[src/rtl/param_mod_counter.sv]
// Parametrised modulo-N up/down counter with enable prescaler, load/clear,
// cascade carry (tc), one-cycle wrap pulse and sticky wrap flag.
module param_mod_counter #(
   parameter int unsigned     WIDTH    = 4,
   parameter longint unsigned MODULUS  = 16,
   parameter int unsigned     PRESCALE = 1
) (
   input  logic             clk,
   input  logic             reset,
   input  logic             t,
   input  logic             up,
   input  logic             sclr,
   input  logic             load,
   input  logic [WIDTH-1:0] load_val,
   input  logic             ovf_clr,
   output logic [WIDTH-1:0] q,
   output logic             tc,
   output logic             wrap,
   output logic             ovf
);

   localparam int unsigned PS_W = (PRESCALE > 1) ? $clog2(PRESCALE) : 1;
   localparam logic [PS_W-1:0] PS_LAST = PS_W'(PRESCALE - 1);
   // Terminal count held one bit wider so MODULUS = 2**WIDTH needs no special case
   localparam logic [WIDTH:0] Q_MAX = (WIDTH + 1)'(MODULUS - 1);

   if (WIDTH < 1 || WIDTH > 32) begin : g_bad_width
      $error("param_mod_counter: WIDTH out of range");
   end
   if (MODULUS < 2 || MODULUS > (64'd1 << WIDTH)) begin : g_bad_modulus
      $error("param_mod_counter: MODULUS out of range");
   end
   if (PRESCALE < 1 || PRESCALE > 65535) begin : g_bad_prescale
      $error("param_mod_counter: PRESCALE out of range");
   end

   logic [PS_W-1:0]  ps;
   logic [WIDTH:0]   q_ext;
   logic [WIDTH:0]   load_ext;
   logic [WIDTH-1:0] load_q;
   logic [WIDTH-1:0] q_next;
   logic             step;
   logic             at_max;
   logic             at_zero;

   assign q_ext    = {1'b0, q};
   assign load_ext = {1'b0, load_val};
   assign at_max   = (q_ext == Q_MAX);
   assign at_zero  = (q == '0);
   assign step     = t & (ps == PS_LAST);
   assign tc       = step & ((up & at_max) | (~up & at_zero));

   // Clamp out-of-range load values to the terminal count
   always_comb begin
      load_q = load_val;
      if (load_ext > Q_MAX) begin
         load_q = WIDTH'(Q_MAX);
      end
   end

   // Modulo successor / predecessor of q
   always_comb begin
      q_next = q;
      if (up) begin
         q_next = at_max ? '0 : WIDTH'(q_ext + (WIDTH + 1)'(1));
      end else begin
         q_next = at_zero ? WIDTH'(Q_MAX) : WIDTH'(q_ext - (WIDTH + 1)'(1));
      end
   end

   always_ff @(posedge clk or negedge reset) begin
      if (!reset) begin
         q    <= '0;
         ps   <= '0;
         wrap <= 1'b0;
         ovf  <= 1'b0;
      end else if (sclr) begin
         q    <= '0;
         ps   <= '0;
         wrap <= 1'b0;
         ovf  <= 1'b0;
      end else if (load) begin
         q    <= load_q;
         ps   <= '0;
         wrap <= 1'b0;
         if (ovf_clr) begin
            ovf <= 1'b0;
         end
      end else begin
         wrap <= tc;
         // A wrap on the same edge as ovf_clr leaves the flag set
         ovf  <= tc | (ovf & ~ovf_clr);
         if (t) begin
            ps <= step ? '0 : ps + PS_W'(1);
         end
         if (step) begin
            q <= q_next;
         end
      end
   end

endmodule

[config.mk]
export PLATFORM = sky130hd
export DESIGN_NAME = param_mod_counter
export DESIGN_NICKNAME = d
export VERILOG_FILES = /design/src/rtl/param_mod_counter.sv
export SDC_FILE = /design/constraint.sdc
export NUM_CORES = 1
export LEC_CHECK = 0
export ABC_AREA = 0
export CAP_MARGIN = 5
export CORE_AREA = 3 3 40 42
export CTS_CLUSTER_SIZE = 28
export DETAILED_ROUTE_END_ITERATION = 12
export DIE_AREA = 0 0 43 45
export GPL_TIMING_DRIVEN = 0
export MAX_ROUTING_LAYER = met4
export PLACE_DENSITY = 0.68
export SETUP_SLACK_MARGIN = 0.02
export SLEW_MARGIN = 10
export SYNTH_ARGS = -nofsm -noshare
export SYNTH_HDL_FRONTEND = slang
export SYNTH_SLANG_ARGS = --single-unit
[constraint.sdc]
create_clock -name clk -period 3.7 [get_ports clk]
set_input_delay 0.555 -clock clk [delete_from_list [all_inputs] [get_ports clk]]
set_output_delay 0.555 -clock clk [all_outputs]
set_load 0.02 [all_outputs]
Yosys cells after proc, flatten, opt, wreduce, memory -nomap -nowiden --
Index checks and enable logic that the tools add are counted.
Cells by class: mux-type cells 16, magnitude comparators 1, equality and inequality tests 2, bitwise gates (word level) 10, $add $sub $neg 3, reduce and logical (&&, ||, !) cells 3
Operator list (number):
- two-way mux 4 bit | 7
- two-way mux 1 bit | 9
- nonzero test 3 bit | 2
- bitwise AND 1 bit | 5
- adder 4 x 1 -> 4 bit (second input constant) | 1
- equality test 4 bit (second input constant) | 1
- greater-than comparator 4 bit (second input constant) | 1
- zero test 4 bit | 1
- subtractor 4 x 1 -> 4 bit (second input constant) | 1
- inequality test 3 x 2 -> 1 bit (second input constant) | 1
- inverter 1 bit | 3
- OR 1 bit | 2
- adder 1 bit (second input constant) | 1
Storage, ports and cells: bits in registers 7, output and inout bits 7

Depth between registers and ports, before layout --
depth in word-level cells 7, mapped depth 6, mapped depth without buffers 6

Worst setup path before layout --
No wires, ideal clock.
path type reg2out, from register q[0], to output port tc, required time 3145 ps, arrival time 1497 ps, buffers on the path 0, cell stages (with the launch flop) 5, setup slack 1648 ps, cell sequence dfrtp_1 > inv_1 > ha_1 > or4b_4 > a21oi_2
On the way: cells in the longest elaborated chain, start to end 4, elaborated cells between the ends (all ways) 6, classes of those cells eq/ne (1); bitwise (4); reduce/logical (1)
RTL lines:
- start, declared | line 16 | output logic [WIDTH-1:0] q,
- start signal, assigned | line 83 | q <= load_q;
- start signal, assigned | line 97 | q <= q_next;
- equality test 4 bit or zero test 4 bit (tied branches) | line 48, 49
- bitwise AND 1 bit | line 51 | assign tc = step & ((up & at_max) | (~up & at_zero));
- OR 1 bit (*) | line 51
- bitwise AND 1 bit (*) | line 51
- end, declared | line 17 | output logic tc,
Every way passes the cells marked *; elsewhere a longest branch is shown, timed or not.

Final worst setup path --
Same ends and word-level chain as after synthesis.

==> impl_summary.md <==
STA
For this run, the top clock speed supported by timing is 351 MHz. Setup violations remaining at the end of the flow were counted as 0. The minimum clock period is 2.85 ns. The worst slew margin relative to its limit is 77.1%.

The final count of hold timing violations is 0. Setup repair after global routing left no endpoint under its margin. The period utilization is 77.0%. The final hold slack is 0.482 ns.

The number of slew-limit violations in the final report was 0. The final clock skew is 0.00149 ns. For the final routed database, the setup TNS stands at 0 ns. The measured slew at the worst slew-check pin is 0.342 ns.

Synth
The mapped netlist covers 492 um2. The number of storage elements in the synthesis netlist is 7. Synthesis instantiated 34 different standard cells from the library.

The fraction of the yosys area taken by sequential cells is 35.6%. The share of async-settable or async-resettable flops after synthesis is 100%. During synthesis, Yosys emitted a total of 0 warnings.

In the synthesized netlist, the number of instances is 54. The post-synth net total is 67. The average footprint of a synthesized cell is 9.11 um2. The number of flops mapped to enable cells by yosys is 0.

The most used flip-flop cell after synthesis is sky130_fd_sc_hd__dfrtp_1.

Worst setup path
The startpoint type of the worst setup path is a flip-flop. The worst register-to-register path begins at q[0]. The cell family contributing the most delay on the critical path is buffers and inverters.

STA classifies the critical path endpoint as an output pin. Among all stages on the critical path, the largest delay is contributed by sky130_fd_sc_hd__clkdlybuf4s50_1. The kind of critical path is reg -> out. The startpoint of the worst setup timing path is q[0]. The arrival time of data at the critical path endpoint is 2.29 ns. On the worst path, the slowest cell contributes a delay of 0.62 ns.

The instance count on the critical path is 5. The biggest fanout along the worst timing path is 9. Traced cell by cell, the critical path runs through inv_1, ha_1, or4b_4, a21oi_2, clkdlybuf4s50_1. Together, buffers and inverters on the worst path number 2.

Counting cells, the worst reg-to-reg path comes to 6. The data required time at the worst endpoint is 3.14 ns.

Finish
The number of fill cells is 136. The number of nets in the layout is 87. The layout cell share with drive strength beyond 1 is 12.3%. The area growth from synthesis to layout is 39.7%. The antenna cell count is 0.

Routing
The first detailed-routing pass took 3 iterations. The detailed router placed 449 vias in this run. The detail route stage leaves a number of antenna-violating nets equal to 0. For this run, design rule violations remaining after detail routing come to 0. Summed over all layers, the routed wires come to 1.08 mm. The detailed router finished its first iteration with 10 violations. The final routed wire length divided by cell count is 12.3 um. Dividing the detail-routed via count by the number of cells gives 5.10.

Clock network
The number of buffers inserted by hold repair at cts is 0. The post-CTS setup buffer count is 0. The buffer depth of the longest clock path is 2. The source-to-sink clock delay at the later pin of the worst-skew pair is 0.25 ns. Buffers inserted during clock tree synthesis total 3.

TritonCTS built the clock tree. After clock tree synthesis, the repair step resized 0 gates. The number of sinks handled by clock tree synthesis is 7. After clock tree synthesis, the clock-pin slew on the worst setup and hold paths is 0.05 ns.

The library cell used as clock root buffer is sky130_fd_sc_hd__clkbuf_4. CTS built an H-tree with a depth of 1.

Global route
The via count of the first global-routing pass was 453. Across every metal layer, demand over resource in global routing totals 13.7%. The number of antenna violations at the first check in global routing is 0. The largest net degree at the start of global routing is 10.

The first-pass GRT wire length is 1.86 mm. The overflow left after global routing is 0.

Placed design
The total of buffers placed on input and output ports is 15. Routability-driven placement finished with a final weighted congestion of 0.764.

Hold path
The number of stages on the worst hold path is 1. The startpoint of the most critical hold path is ovf. The worst hold path class is reg -> reg.

Power and ir drop
Dividing total power by cell area gives a power density of 323 nW/um2. The worst-case vdd ir drop is 206 uV. For this design the static power due to leakage is 0.303 nW.

Status
The flow ran to the end, and the final reports show no timing, DRC or antenna violations.

Floorplan
The full die area is 1940 um2. In this run the horizontal extent of the chip is 43 um. The floorplan has 13 rows. The die span in y is 45 um.

Once the floorplan was initialized, standard cells occupied 38.3% of the core. Pin placement for this block handled 18 I/O pins. The placeable core region is 1280 um2.

Flow run
The number of max-cap violations is 0.
==> cell type report <==
class | count | area, um2 | share of cell area [%]
buffer | 4 | 25.0 | 3.64
clock buffer | 4 | 26.3 | 3.83
inverter | 3 | 11.3 | 1.64
multi-input combinational | 40 | 280 | 40.8
sequential | 7 | 175 | 25.5
tap | 15 | 18.8 | 2.73
timing repair buffer | 15 | 150 | 21.9
==> where the power goes <==
group | internal, mW | switching (mW) | leakage [nW]
sequential | 0.0808 | 0.00513 | 0.0935
clock | 0.0412 | 0.0288 | 0.0150
combinational | 0.0343 | 0.0314 | 0.194
total | 0.156 | 0.0654 | 0.303
==> synth_stat cells, types with 2 or more instances <==
cell type / n / area (um2)
sky130_fd_sc_hd__dfrtp_1: 7 / 175
sky130_fd_sc_hd__xor2_1: 3 / 26.3
sky130_fd_sc_hd__nor2_1: 5 / 18.8
sky130_fd_sc_hd__nor3_1: 2 / 10.0
sky130_fd_sc_hd__a21oi_1: 2 / 10.0
sky130_fd_sc_hd__buf_2: 2 / 10.0
sky130_fd_sc_hd__nor2b_1: 3 / 18.8
sky130_fd_sc_hd__ha_1: 2 / 25.0
sky130_fd_sc_hd__inv_1: 3 / 11.3
==> layer usage <==
metal	GRT usage, %	up-vias	part of all wire [%]
met5	-	-	0
li1	-	231	-
met4	3.61	0	0
met2	21.0	13	50
met3	7.97	0	7.1
met1	15.3	205	42
==> worst register-to-register path, stage by stage (launching register included) <==
cell                      delay, ns
sky130_fd_sc_hd__dfrtp_1       0.47
sky130_fd_sc_hd__inv_1         0.09
sky130_fd_sc_hd__ha_1          0.20
sky130_fd_sc_hd__or4b_4        0.48
sky130_fd_sc_hd__a21oi_2       0.18
sky130_fd_sc_hd__and2_4        0.16
sky130_fd_sc_hd__a21o_1        0.07
==> cell families (layout without fill, tap and decap cells) <==
logic type / count (synthesis) / after routing / synth area share, %
xor+xnor: 3 / 3 / 5.34
fa+ha+maj: 2 / 2 / 5.09
compound gates: 15 / 15 / 21.1
buf+inv: 7 / 26 / 7.38
flops: 7 / 7 / 35.6
mux: 1 / 1 / 2.04
simple gates: 19 / 19 / 23.4
==> worst paths after layout <==
path / slack, ns / end
min in group asynchronous: 0.57 / wrap
min reg2reg: 0.48 / ovf
max in group asynchronous: 2.88 / ps
min: 0.48 / ovf
max reg2reg: 1.99 / ovf
max: 0.85 / tc
==> flip-flops by register name (all words and copies together), names as in the netlist <==
name and flops:
q 4, ovf 1, ps 1, wrap 1
==> cells in the final DEF (no fill, tap or decap), types with 2 or more instances in the layout <==
cell,instances
sky130_fd_sc_hd__dfrtp_1,7
sky130_fd_sc_hd__nor3_1,2
sky130_fd_sc_hd__buf_2,2
sky130_fd_sc_hd__ha_1,2
sky130_fd_sc_hd__clkbuf_1,2
sky130_fd_sc_hd__a21oi_1,2
sky130_fd_sc_hd__xor2_1,3
sky130_fd_sc_hd__clkbuf_4,3
sky130_fd_sc_hd__nor2_1,5
sky130_fd_sc_hd__nor2b_1,3
sky130_fd_sc_hd__inv_1,3
sky130_fd_sc_hd__clkdlybuf4s50_1,15
==> through the flow <==
stage	total power [mW]	setup slack, ns	std cells	utilization [%]	area [um2]
finish	0.222	0.852	88	53.5	687
global route	0.238	0.772	88	53.5	687
CTS	0.226	0.850	88	53.5	687
detailed placement	0.153	1.13	84	51.4	661
global placement	0.152	1.13	84	51.4	661
floorplan	0.126	1.65	54	-	492
No activity file was read; power rests on OpenSTA's default activity.
